[src/rtl/dma_arbiter.sv]
// dma_arbiter
//   Round-robin arbiter that lets NUM_MASTERS DMA masters share one DMA
//   engine. A granted master hands over its command with m_start. The
//   arbiter latches the command, launches the engine with a one-cycle
//   eng_start and waits for eng_done. It then pulses done to that master
//   and moves the round-robin pointer past it.
//
//   Optional feature macro: DMA_ARB_TIMEOUT_EN
//     When it is defined, a grant held for TIMEOUT_CYCLES without m_start
//     is revoked and the sticky timeout_err flag is set.
//
//   Ports
//     clk, rst            clock; asynchronous active-high reset
//     req[N]              per-master request level
//     permit[N]           one-hot grant, high only in GRANT
//     m_src_ID .. m_size  flattened per-master command fields, master i at slice i
//     m_start[N]          per-master command strobe, honoured only from the granted master
//     done[N]             per-master one-cycle completion pulse
//     eng_*               latched command presented to the engine
//     eng_start           one-cycle engine launch
//     eng_done            engine completion, sampled only in BUSY
//     timeout_err         sticky grant-timeout flag (DMA_ARB_TIMEOUT_EN only)
//
//   Field widths come from the shared ID_WIDTH / ADDR_WIDTH / DMA_SIZE_WIDTH
//   macros. The fallbacks below apply only when no shared definition is present.

`ifndef ID_WIDTH
`define ID_WIDTH 4
`endif
`ifndef ADDR_WIDTH
`define ADDR_WIDTH 32
`endif
`ifndef DMA_SIZE_WIDTH
`define DMA_SIZE_WIDTH 16
`endif

module dma_arbiter #(
  parameter int NUM_MASTERS    = 4,
  parameter int TIMEOUT_CYCLES = 16
) (
  input  logic                                    clk,
  input  logic                                    rst,
  input  logic [NUM_MASTERS-1:0]                  req,
  output logic [NUM_MASTERS-1:0]                  permit,
  input  logic [NUM_MASTERS*`ID_WIDTH-1:0]        m_src_ID,
  input  logic [NUM_MASTERS*`ADDR_WIDTH-1:0]      m_src_addr,
  input  logic [NUM_MASTERS*`ID_WIDTH-1:0]        m_dst_ID,
  input  logic [NUM_MASTERS*`ADDR_WIDTH-1:0]      m_dst_addr,
  input  logic [NUM_MASTERS*`DMA_SIZE_WIDTH-1:0]  m_size,
  input  logic [NUM_MASTERS-1:0]                  m_start,
  output logic [NUM_MASTERS-1:0]                  done,
  output logic [`ID_WIDTH-1:0]                    eng_src_ID,
  output logic [`ADDR_WIDTH-1:0]                  eng_src_addr,
  output logic [`ID_WIDTH-1:0]                    eng_dst_ID,
  output logic [`ADDR_WIDTH-1:0]                  eng_dst_addr,
  output logic [`DMA_SIZE_WIDTH-1:0]              eng_size,
  output logic                                    eng_start,
`ifdef DMA_ARB_TIMEOUT_EN
  output logic                                    timeout_err,
`endif
  input  logic                                    eng_done
);

  localparam int IW = `ID_WIDTH;
  localparam int AW = `ADDR_WIDTH;
  localparam int SW = `DMA_SIZE_WIDTH;
  localparam int PW = $clog2(NUM_MASTERS);

  typedef enum logic [2:0] {IDLE, GRANT, ISSUE, BUSY, DONE} state_t;

  state_t        state_reg, state_next;
  logic [PW-1:0] ptr_reg, ptr_next;
  logic [PW-1:0] winner_reg, winner_next;
  logic [PW-1:0] winner_inc;
  logic [PW-1:0] rr_winner;
  logic          rr_found;
  logic [PW:0]   idx_sum;
  logic          latch_cmd;

  logic [IW-1:0] eng_src_id_reg, eng_dst_id_reg;
  logic [AW-1:0] eng_src_addr_reg, eng_dst_addr_reg;
  logic [SW-1:0] eng_size_reg;

  // Unpack the flattened command buses so the winner can index them directly.
  logic [IW-1:0] src_id_arr   [NUM_MASTERS];
  logic [AW-1:0] src_addr_arr [NUM_MASTERS];
  logic [IW-1:0] dst_id_arr   [NUM_MASTERS];
  logic [AW-1:0] dst_addr_arr [NUM_MASTERS];
  logic [SW-1:0] size_arr     [NUM_MASTERS];

  genvar gi;
  generate
    for (gi = 0; gi < NUM_MASTERS; gi++) begin : g_master
      assign src_id_arr[gi]   = m_src_ID[gi*IW +: IW];
      assign src_addr_arr[gi] = m_src_addr[gi*AW +: AW];
      assign dst_id_arr[gi]   = m_dst_ID[gi*IW +: IW];
      assign dst_addr_arr[gi] = m_dst_addr[gi*AW +: AW];
      assign size_arr[gi]     = m_size[gi*SW +: SW];
      // permit and done are decoded from registered state, so reset clears them at once.
      assign permit[gi] = (state_reg == GRANT) && (winner_reg == PW'(gi));
      assign done[gi]   = (state_reg == DONE)  && (winner_reg == PW'(gi));
    end
  endgenerate

  // Round-robin search. Offsets are scanned from the far end down, so the
  // last hit is the lowest index at or above ptr, wrapping past NUM_MASTERS-1.
  always_comb begin
    rr_found  = 1'b0;
    rr_winner = '0;
    idx_sum   = '0;
    for (int k = NUM_MASTERS - 1; k >= 0; k--) begin
      idx_sum = {1'b0, ptr_reg} + (PW+1)'(k);
      if (idx_sum >= (PW+1)'(NUM_MASTERS))
        idx_sum = idx_sum - (PW+1)'(NUM_MASTERS);
      if (req[idx_sum[PW-1:0]]) begin
        rr_found  = 1'b1;
        rr_winner = idx_sum[PW-1:0];
      end
    end
  end

  assign winner_inc = (winner_reg == PW'(NUM_MASTERS - 1)) ? '0 : winner_reg + 1'b1;

`ifdef DMA_ARB_TIMEOUT_EN
  localparam int CW = $clog2(TIMEOUT_CYCLES + 1);
  logic [CW-1:0] grant_cnt_reg;
  logic          timeout_err_reg;
  logic          set_timeout;
  assign timeout_err = timeout_err_reg;
`endif

  always_comb begin
    state_next  = state_reg;
    ptr_next    = ptr_reg;
    winner_next = winner_reg;
    latch_cmd   = 1'b0;
`ifdef DMA_ARB_TIMEOUT_EN
    set_timeout = 1'b0;
`endif
    case (state_reg)
      IDLE: begin
        if (rr_found) begin
          winner_next = rr_winner;
          state_next  = GRANT;
        end
      end
      GRANT: begin
        if (m_start[winner_reg]) begin
          latch_cmd  = 1'b1;
          state_next = ISSUE;
        end else if (!req[winner_reg]) begin
          ptr_next   = winner_inc;
          state_next = IDLE;
`ifdef DMA_ARB_TIMEOUT_EN
        end else if (grant_cnt_reg == CW'(TIMEOUT_CYCLES - 1)) begin
          // This is the last permitted GRANT cycle, so the grant is revoked here.
          set_timeout = 1'b1;
          ptr_next    = winner_inc;
          state_next  = IDLE;
`endif
        end
      end
      ISSUE: state_next = BUSY;
      BUSY: begin
        if (eng_done) begin
          ptr_next   = winner_inc;
          state_next = DONE;
        end
      end
      DONE:    state_next = IDLE;
      default: state_next = IDLE;
    endcase
  end

  always_ff @(posedge clk or posedge rst) begin
    if (rst) begin
      state_reg        <= IDLE;
      ptr_reg          <= '0;
      winner_reg       <= '0;
      eng_src_id_reg   <= '0;
      eng_src_addr_reg <= '0;
      eng_dst_id_reg   <= '0;
      eng_dst_addr_reg <= '0;
      eng_size_reg     <= '0;
    end else begin
      state_reg  <= state_next;
      ptr_reg    <= ptr_next;
      winner_reg <= winner_next;
      if (latch_cmd) begin
        eng_src_id_reg   <= src_id_arr[winner_reg];
        eng_src_addr_reg <= src_addr_arr[winner_reg];
        eng_dst_id_reg   <= dst_id_arr[winner_reg];
        eng_dst_addr_reg <= dst_addr_arr[winner_reg];
        eng_size_reg     <= size_arr[winner_reg];
      end
    end
  end

`ifdef DMA_ARB_TIMEOUT_EN
  always_ff @(posedge clk or posedge rst) begin
    if (rst) begin
      grant_cnt_reg   <= '0;
      timeout_err_reg <= 1'b0;
    end else begin
      grant_cnt_reg <= (state_reg == GRANT) ? grant_cnt_reg + 1'b1 : '0;
      if (set_timeout)
        timeout_err_reg <= 1'b1;
    end
  end
`endif

  assign eng_start    = (state_reg == ISSUE);
  assign eng_src_ID   = eng_src_id_reg;
  assign eng_src_addr = eng_src_addr_reg;
  assign eng_dst_ID   = eng_dst_id_reg;
  assign eng_dst_addr = eng_dst_addr_reg;
  assign eng_size     = eng_size_reg;

endmodule

[config.mk]
export PLATFORM = sky130hd
export DESIGN_NAME = dma_arbiter
export DESIGN_NICKNAME = d
export VERILOG_FILES = /design/src/rtl/dma_arbiter.sv
export SDC_FILE = /design/constraint.sdc
export NUM_CORES = 1
export LEC_CHECK = 0
export BUFFER_PORTS_ARGS = -buffer_cell sky130_fd_sc_hd__buf_4
export CAP_MARGIN = 0
export CORE_AREA = 2 2 180 182
export CTS_CLUSTER_DIAMETER = 150
export DETAILED_ROUTE_END_ITERATION = 8
export DIE_AREA = 0 0 182 184
export GPL_ROUTABILITY_DRIVEN = 0
export PLACE_DENSITY = 0.47
export SYNTH_ARGS = -nofsm -noshare
export SYNTH_HDL_FRONTEND = slang
export SYNTH_SLANG_ARGS = --single-unit
[constraint.sdc]
create_clock -name clk -period 3.4 [get_ports clk]
set_input_delay 0.68 -clock clk [delete_from_list [all_inputs] [get_ports clk]]
set_output_delay 0.68 -clock clk [all_outputs]
set_load 0.02 [all_outputs]
# Word level (Yosys, flattened, before mapping)
# Index checks and enable logic that the tools add are counted.
totals:
  regBits: 95
  input_bits: 363
  out_inout_bits: 97
  wordCells: 104
op_classes:
  add_sub_neg: 8
  order_cmp: 10
  n_eq_ne: 12
  muxes: 51
  n_bitwise: 1
  n_reduce_logical: 14
op_table:
  columns: ["op", "n"]
  rows:
  - ["binary-select mux 32 bit (select 2 bit)", 2]
  - ["two-way mux 32 bit", 4]
  - ["binary-select mux 16 bit (select 2 bit)", 1]
  - ["two-way mux 16 bit", 2]
  - ["two-way mux 2 bit", 12]
  - ["binary-select mux 4 bit (select 2 bit)", 2]
  - ["two-way mux 4 bit", 4]
  - ["less-than comparator 2 x 3 -> 1 bit, second input constant", 5]
  - ["binary-select mux 1 bit (select 2 bit)", 6]
  - ["greater-or-equal comparator 3 bit, second input constant", 4]
  - ["two-way mux 1 bit", 12]
  - ["two-way mux 3 bit", 4]
  - ["one-hot mux 3 bit (4 select lines)", 1]
  - ["logical AND 1 bit", 8]
  - ["inequality test 2 bit, second input constant", 4]
  - ["subtractor 2 x 1 -> 2 bit, second input constant", 4]
  - ["adder 2 x 2 -> 3 bit, second input constant", 2]
  - ["== test 3 x 2 -> 1 bit, second input constant", 2]
  - ["== test 2 bit, second input constant", 2]
  - ["one-hot mux 2 bit (2 select lines)", 1]
  - ["AND reduction 4 bit", 1]
  - ["adder 2 x 1 -> 3 bit, second input constant", 1]
  - ["== test 3 x 1 -> 1 bit, second input constant", 1]
  - ["== test 3 bit, second input constant", 1]
  - ["other kinds (10)", 10]

# Depth between registers and ports, before layout
# Gate-level depths: netlist (run 1).
depth:
  word_depth: 11
  depth_mapped: 5
  mapped_depth_nobuf: 4

# Worst setup path after synthesis (run 1)
# Ideal clock, no wire load.
synth_path:
  kind: "input to register"
  from: "input m_start[3]"
  to: "register eng_src_addr_reg[10] (netlist: eng_src_addr[10])"
  setup_ns: 0.128
  t_arrival_ns: 1.903
  required_time_ns: 3.272
  path_slack_ns: 1.369
  stages: 5
  path_buffers: 2
  cell_sequence: "mux4_2 -> nand2_2 -> buf_6 -> buf_6 -> mux2_1"
synth_via:
  elab_chain_len: 4
synth_lines:
  columns: ["element", "line", "rtl"]
  rows:
  - ["from (decl)", "50", "input logic [NUM_MASTERS-1:0] m_start,"]
  - ["binary-select mux 1 bit (select 2 bit)", "148", "if (m_start[winner_reg]) begin"]
  - ["two-way mux 1 bit (implied by the code)", "148", null]
  - ["two-way mux 1 bit", "148", null]
  - ["two-way mux 1 bit", "140", "case (state_reg)"]
  - ["to (signal assigned)", "191", "eng_src_addr_reg <= src_addr_arr[winner_reg];"]
  - ["to (decl)", "81", "logic [AW-1:0] eng_src_addr_reg, eng_dst_addr_reg;"]
# Every way passes these cells. The select of a mux whose other input is x is not followed.
# A chain may end at the register's enable or synchronous reset.

# Worst setup path in the final report (run 1)
layout_path:
  from: "register winner_reg[0]"
  to: "output done[3]"
layout_via:
  elab_chain_len: 2
layout_lines:
  columns: ["element", "line", "rtl"]
  rows:
  - ["from (decl)", "73", "logic [PW-1:0] winner_reg, winner_next;"]
  - ["from (signal assigned)", "188", "winner_reg <= winner_next;"]
  - ["== test 2 bit", "101", "assign done[gi] = (state_reg == DONE) && (winner_reg == PW'(gi));"]
  - ["logical AND 1 bit", "101", null]
  - ["to (decl)", "51", "output logic [NUM_MASTERS-1:0] done,"]
# Every way passes these cells.

==> results of run 1 <==
==> cell usage after synthesis, types with 2 or more instances <==
cell type   n
o22ai_1     2
mux2_2     70
dfrtp_1    95
nand2_1     6
mux2_1     20
nor2_1     10
and3_1      4
mux4_2     91
and2_1      4
buf_4       7
clkbuf_1    7
buf_2      11
buf_6       3
ha_1        4
o21a_1      2
inv_1       4
a21oi_1     5
nand2b_1    2
==> per-layer routing <==
metal | global-route usage (%) | vias to the layer above
met1 | 16.02 | 2616
met3 | 3.605 | 26
met2 | 23.59 | 254
met5 | 0 | -
met4 | 4.161 | 0
li1 | - | 2344
==> power breakdown <==
group | internal [mW] | switching, mW | total (mW) | leakage (nW)
combinational | 2.62 | 2.29 | 4.91 | 3.35
sequential | 1.74 | 0.349 | 2.09 | 1.12
clock | 0.519 | 0.464 | 0.984 | 0.125
total | 4.87 | 3.11 | 7.98 | 4.59
==> worst register-to-register path, stage by stage (launching register included) <==
cell and delay (ns):
dfrtp_4 0.46, buf_4 0.62, mux4_2 0.70, mux2_2 0.28
==> worst paths after layout <==
kind	end	cells after the start	from	slack [ns]
max	done[3]	4	winner_reg[0]	0.99
min	eng_size[11]	2	rst	0.41
max reg2reg	eng_dst_addr[5]	3	winner_reg[0]	1.23
min reg2reg	eng_src_addr[12]	1	eng_src_addr[12]	0.49
max in group asynchronous	eng_src_addr[8]	3	rst	2.29
min in group clk	eng_src_addr[12]	1	eng_src_addr[12]	0.49
==> through the flow <==
step / total power [mW] / util [%] / cell area, µm² / worst slack (ns)
after floorplan: 5.233 / - / 5922 / 0.2430
final: 7.979 / 32.14 / 10090 / 0.9933
after global routing: 8.540 / 32.14 / 10090 / 0.8227
after detailed placement: 7.124 / 31.26 / 9812 / 0.9316
after CTS: 8.156 / 32.14 / 10090 / 0.9011
after global placement: 7.120 / 31.26 / 9812 / 0.9596
==> logic make-up (layout without fill, tap and decap cells) <==
group           Yosys count  in the layout  share of synthesized area (%)
compound gates           11             11                          1.120
simple gates             31             31                          2.852
mux                     182            182                          51.89
buf+inv                  33            487                          3.148
flops                    95             95                          40.14
fa+ha+maj                 4              4                         0.8452
==> cell type report <==
class                      instances  area [µm²]
clock buffer                      12       246.5
clock inverter                     4       31.28
fill                            3199       21300
inverter                           4       17.52
multi-input combinational        228        3363
sequential                        95        2385
tap                              402       503.0
timing repair buffer             467        3543
==> metrics, run 1 <==
Worst setup SP type=flip-flop; Yosys top cell by area=dfrtp_1; crit end category=output pin; most common cell after layout, fill and taps aside=buf_4; vias in the first global route=5723; Worst EP arrival=1.73 ns; Setup CP Type=reg2out; Worst EP required=2.72 ns; WL met1=8.717 mm; DR WL/cell=18.95 µm; Fmax achieved=between 400 and 500 MHz; commonest non-fill, non-tap cells in the layout=buf_4 (464), dfrtp_1 (93), mux4_2 (91), mux2_2 (70), mux2_1 (20); root buf cell=clkbuf_16; Mean Syn Cell Area=around 17 µm²; clock buffer count from CTS=9; post-CTS setup repair buffer count=0; Post-Synthesis Cells=roughly 360; max incr delay on CP=about 0.46 ns; met2 routed WL=~12 mm; Die H=184 µm; register area share after synthesis=40.14%; TritonCTS clock tree=yes; die width=between 150 and 200 µm; final number of setup-violating endpoints=0; Starting Density=18.86%; worst hold slack=0.4117 ns; skew final=~0.0093 ns; number of buffers inserted by port buffering=around 460; H-tree Lvls=3; Skew-Pair Late Insertion Delay=0.35 ns; vias=5240; post-DP HPWL=18.83 mm; pwr/cell area=790.8 mW/mm²; DR pass1 iterations=4; placed insts=1196; row count=65; CP max FO=52; Crit-path slowest cell=dfrtp_4; Net count, final=1172; WP buf/inv=2; post-route ant nets=0; CTS resizes=0; asr flop ratio synth=100.0%; Worst-path clk slew=0.07 ns; TritonCTS Sinks=95; setup_tns=0 ns; final wirelength=22.97 mm; Syn Std Cell Area=0.005922 mm²; LEAKAGE=4.593 nW; largest net degree at the start of global routing=53; Max VDD drop=0.4590 mV; core area=between 0.03 and 0.04 mm²; full die area=0.03349 mm²; ant diodes=0; final count of hold timing violations=0; synthesized net count=723; share of cells above drive strength 1=about four fifths; EDFF count, synth=0; total congestion overflow=0; routed vias/inst=4.323; I/O pins=460; YS warnings=0; period utilization=between 70% and 80%; Synth Register Bits=95; min-delay worst type=in2async; maxcap violations=0; Yosys top cell area share=40.14%; Top Layer Used=met4; Synth Flop Type=dfrtp_1; RSZ-0062 raised after global routing=false; Yosys cell types=27; Worst slew margin=between 40% and 50%; Post-Layout Cell Count=1212; initial antenna violation count=0; main area contributors after synthesis=dfrtp_1 (40%), mux4_2 (35%), mux2_2 (13%); CTS Hold Bufs=0; CP Cell Sequence=buf_12 > ha_1 > and3_1 > buf_4; Worst-Margin Slew=between 0.8 and 0.9 ns; CP delay by family, top=buffers and inverters; global-route wire length before repair=around 34 mm; Met3 Wirelength=1.778 mm; Area Overhead vs Synth=70.38%; CTS max path bufs=2; max-slew violations=0; status=completed; DRC Markers=0; all-layer global routing usage=13.43%; Tmin final=2.407 ns; initial DRC count=232
Note: power is estimated with default switching activity, not from simulation.
==> inputs of run 2 (changes only) <==
==> constraint.sdc (replaced) <==
create_clock -name clk -period 2.4 [get_ports clk]
set_input_delay 0.48 -clock clk [delete_from_list [all_inputs] [get_ports clk]]
set_output_delay 0.48 -clock clk [all_outputs]
set_load 0.02 [all_outputs]
==> metrics, run 2 (synthesis gave the netlist of run 1 again) <==
global-route wire length before repair=34.18 mm (about the same); GR peak layer=met2; LEAKAGE=4.598 nW (about the same); Worst slew margin=61.07% (+16 points); Worst setup SP type=flip-flop; die width=182 µm (unchanged); Worst EP arrival=1.73 ns (about the same); pwr/cell area=1121 mW/mm² (+42%); post-route ant nets=0 (unchanged); RSZ-0062 raised after global routing=false; M3 GR Usage=4.081% (+0.48 points); final wirelength=23.06 mm (+0.37%); DR pass1 iterations=4 (unchanged); crit end category=output pin; Worst EP required=1.92 ns (-0.80 ns); fin area=0.01012 mm² (+0.31%); clock buffer count from CTS=9 (unchanged); final number of setup-violating endpoints=0 (unchanged); initial antenna violation count=0 (unchanged); all-layer global routing usage=13.35% (-0.074 points); period utilization=about 92%; status=completed; pre-CTS WS=0.2660 ns (-0.6656 ns); largest net degree at the start of global routing=96 (+81%); total congestion overflow=0 (unchanged); Setup CP Type=reg2out; TritonCTS clock tree=yes; I/O pins=460 (unchanged); GR Util met2=24.66% (+1.1 points); Area Overhead vs Synth=70.91%; Worst-path clk slew=0.07 ns (about the same); skew final=0.01319 ns (+0.003898 ns); share of cells above drive strength 1=79.85% (about the same); DR WL/cell=19.04 µm (+0.45%); placed insts=1195 (-0.084%); vias=5179 (-1.2%); Die H=184 µm (unchanged); CTS max path bufs=2 (unchanged); row count=65 (unchanged); # fillers=3222 (+0.72%); CP max FO=52 (unchanged); Skew-Pair Late Insertion Delay=0.35 ns (about the same); CTS resizes=0 (unchanged); core area=0.03139 mm² (unchanged); min-delay worst type=in2async; dpl cell area=0.009843 mm² (+0.32%); Fmax achieved=451.8 MHz; Net count, final=1171 (-0.085%); GR Layer Usage met1=14.98% (-1.0 points); most common cell after layout, fill and taps aside=buf_4; multi-input logic area=0.003363 mm² (unchanged); H-tree Lvls=3 (unchanged); initial DRC count=161 (-31%); post-DP HPWL=19.01 mm (+0.99%); maxcap violations=0 (unchanged); Starting Density=18.86% (unchanged); DRC Markers=0 (unchanged); root buf cell=clkbuf_16; Tmin final=2.214 ns; number of buffers inserted by port buffering=459 (unchanged); TritonCTS Sinks=95 (unchanged); post-CTS setup repair buffer count=0 (unchanged); total power draw=11.35 mW (+42%); Post-Layout Cell Count=1211 (-0.083%); full die area=0.03349 mm² (unchanged); routed vias/inst=4.277 (-1.1%); final count of hold timing violations=0 (unchanged); Max VDD drop=0.5434 mV (+18%); commonest non-fill, non-tap cells in the layout=buf_4 (460), dfrtp_1 (93), mux4_2 (91), mux2_2 (70), mux2_1 (20); Worst-Margin Slew=0.5839 ns (-0.2348 ns); Final WS setup=0.1864 ns (-0.8069 ns); ant diodes=0 (unchanged); CTS Hold Bufs=0 (unchanged); max-slew violations=0 (unchanged); setup_tns=0 ns (unchanged); Register Area=0.002385 mm² (unchanged); vias in the first global route=5865 (+2.5%)
run 2: changes by cell type in the layout (fill, tap and decap cells not counted), sizes merged:
| cell | change |
|---|---|
| buf | -1 |
| inv | -1 |
| clkinvlp | +1 |
run 2: worst max-delay path, stage by stage (launching register included):
cell and delay (ns):
dfrtp_4 0.47, buf_12 0.34, ha_1 0.27, and3_1 0.16, buf_4 0.14
run 2: layout make-up:
type / instances / area share [%]
timing repair buffer: 466 / 35.31
multi-input combinational: 228 / 33.23
sequential: 95 / 23.56
tap: 402 / 4.970
clock buffer: 12 / 2.435
clock inverter: 4 / 0.3091
inverter: 4 / 0.1854
run 2: routing by layer:
metal,wire length (µm),vias up
met5,0,-
met4,276,0
met3,1892,13
met2,12360,236
met1,8525,2593
li1,-,2337
run 2: power breakdown:
group	internal [mW]	total (mW)	switching, mW	leakage [nW]
sequential	2.46	2.98	0.515	1.12
combinational	3.76	6.99	3.23	3.35
clock	0.736	1.39	0.651	0.125
run 2: final timing paths:
kind	start	to	slack, ns	depth (start not counted)
worst max-delay path	winner_reg[0]	done[3]	0.19	4
worst min-delay path	rst	eng_dst_addr[7]	0.28	3
worst max register to register	winner_reg[0]	eng_size[2]	0.36	4
worst min register to register	eng_src_addr[6]	eng_src_addr[6]	0.49	1
max in group asynchronous	rst	winner_reg[1]	1.66	3
min in group clk	eng_done	state_reg[2]	0.43	3
run 2: stage by stage:
stage | utilization, % | hold slack, ns
floorplan | - | 0.5028
global placement | 31.36 | 0.4774
detailed placement | 31.36 | 0.4821
CTS | 32.24 | 0.2988
global route | 32.24 | 0.3031
finish | 32.24 | 0.2777
==> inputs of run 3 (changes only) <==
==> constraint.sdc (replaced) <==
create_clock -name clk -period 2.4 [get_ports clk]
set_input_delay 0.48 -clock clk [delete_from_list [all_inputs] [get_ports clk]]
set_output_delay 0.48 -clock clk [all_outputs]
set_load 0.05 [all_outputs]
==> metrics, run 3 (synthesis gave the netlist of run 1 again) <==
status=completed; routed vias/inst=4.284 (+0.17%); final number of setup-violating endpoints=0 (unchanged); row count=65 (unchanged); Skew-Pair Late Insertion Delay=0.35 ns (about the same); post-CTS setup repair buffer count=0 (unchanged); core area=0.03139 mm² (unchanged); most common cell after layout, fill and taps aside=buf_4; Net count, final=1172 (+0.085%); reg2reg setup slack=0.34 ns (-0.02 ns); DR pass1 iterations=4 (unchanged); Die H=184 µm (unchanged); sequential share of power=22.4% (-3.8 points); Worst EP required=1.92 ns (about the same); Fmax achieved=454.5 MHz (+0.61%); I/O pins=460 (unchanged); Max VDD drop=0.6460 mV (+19%); switching share of power=47.19% (+8.5 points); DRC Markers=0 (unchanged); post-route ant nets=0 (unchanged); Critical Path Source=winner_reg[0]; RSZ-0062 raised after global routing=false; Internal=7.030 mW (+1.1%); final core utilization=32.37% (+0.13 points); commonest non-fill, non-tap cells in the layout=buf_4 (459), dfrtp_1 (93), mux4_2 (91), mux2_2 (70), mux2_1 (20); Tmin final=2.200 ns (-0.01340 ns); total power draw=13.31 mW (+17%); pre-CTS WS=0.3273 ns (+0.06128 ns); total congestion overflow=0 (unchanged); maxcap violations=0 (unchanged); all-layer global routing usage=13.13% (-0.23 points); TritonCTS Sinks=95 (unchanged); skew final=0.01163 ns (-0.001559 ns); TritonCTS clock tree=yes; full die area=0.03349 mm² (unchanged); Worst EP arrival=1.72 ns (about the same); largest net degree at the start of global routing=96 (unchanged); ant diodes=0 (unchanged); Worst setup SP type=flip-flop; NetSw=6.282 mW (+43%); Setup CP Type=reg2out; Reg2Reg Depth=4 (unchanged); CTS max path bufs=2 (unchanged); H-tree Lvls=3 (unchanged); pwr/cell area=1310 mW/mm² (+17%); Worst-Margin Slew=0.5466 ns (-0.03727 ns); min-delay worst type=in2async; DR WL/cell=18.94 µm (-0.50%); setup_tns=0 ns (unchanged); CP max FO=22 (-58%); initial antenna violation count=0 (unchanged); Final WS setup=0.1998 ns (+0.01340 ns); root buf cell=clkbuf_16; Worst-path clk slew=0.07 ns (about the same); period utilization=91.67% (-0.56 points); combinational power share=67.3% (+5.7 points); global-route wire length before repair=33.46 mm (-2.1%); final wirelength=22.96 mm (-0.42%); die width=182 µm (unchanged); CP Capture Point=done[3]; vias in the first global route=5761 (-1.8%); final count of hold timing violations=0 (unchanged); initial DRC count=158 (-1.9%); reg2reg end=eng_src_ID[1]; vias=5192 (+0.25%); crit end category=output pin; Starting Density=18.86% (unchanged); reg2reg start=winner_reg[0]; clock buffer count from CTS=9 (unchanged); max-slew violations=0 (unchanged); share of cells above drive strength 1=80.00% (+0.15 points); Worst slew margin=63.56% (+2.5 points); post-DP HPWL=18.52 mm (-2.6%); number of buffers inserted by port buffering=459 (unchanged); Clock power frac=10.4% (-1.8 points); LEAKAGE=4.629 nW (+0.67%); Area Overhead vs Synth=71.60%
## run 3: critical path, stage by stage, from the launching register on
cell and delay (ns):
dfrtp_4 0.57, buf_16 0.21, ha_1 0.25, and3_1 0.16, buf_4 0.18
## run 3: area by class of cell
class                           count  area (µm²)
Fill cell                        3177       21230
Timing Repair Buffer              467        3618
Multi-Input combinational cell    228        3363
Sequential cell                    95        2385
Tap cell                          402       503.0
Clock buffer                       10       229.0
Clock inverter                      6       45.04
Inverter                            4       18.77
## run 3: metrics by stage
stage | instance area, µm² | hold WS (ns) | cells
floorplan | 5926 | 0.5028 | 356
global placement | 9856 | 0.4770 | 1195
detailed placement | 9856 | 0.4830 | 1195
CTS | 10130 | 0.2871 | 1211
global route | 10160 | 0.3108 | 1212
finish | 10160 | 0.2638 | 1212
## run 3: worst min-delay path by stage
stage               depth (start not counted)               end
floorplan                                   1        ptr_reg[0]
global placement                            1   eng_src_addr[4]
detailed placement                          1  eng_src_addr[21]
CTS                                         3      eng_size[10]
global route                                3      eng_size[10]
finish                                      3      eng_size[10]
## run 3: timing repair
item,CTS,global route
resized for setup,0,1
hold buffers,0,0
endpoints found under the setup margin,0,1
## run 3: power by group through the flow
stage / registers (mW) / logic, mW / clock network (mW)
after floorplan: 5.58 / 3.65 / 0
after global placement: 2.99 / 9.03 / 0
after detailed placement: 3.00 / 9.04 / 0
after CTS: 2.98 / 9.06 / 1.46
after global routing: 3.11 / 9.45 / 1.52
final: 2.98 / 8.96 / 1.38
## run 3: metal layers
| layer | GRT usage (%) | vias to the layer above | part of all wire (%) |
|---|---|---|---|
| met1 | 15.23 | 2588 | 38 |
| li1 | - | 2341 | - |
| met4 | 4.419 | 0 | 1.8 |
| met5 | 0 | - | 0 |
| met2 | 23.73 | 242 | 53 |
| met3 | 3.130 | 21 | 7.3 |
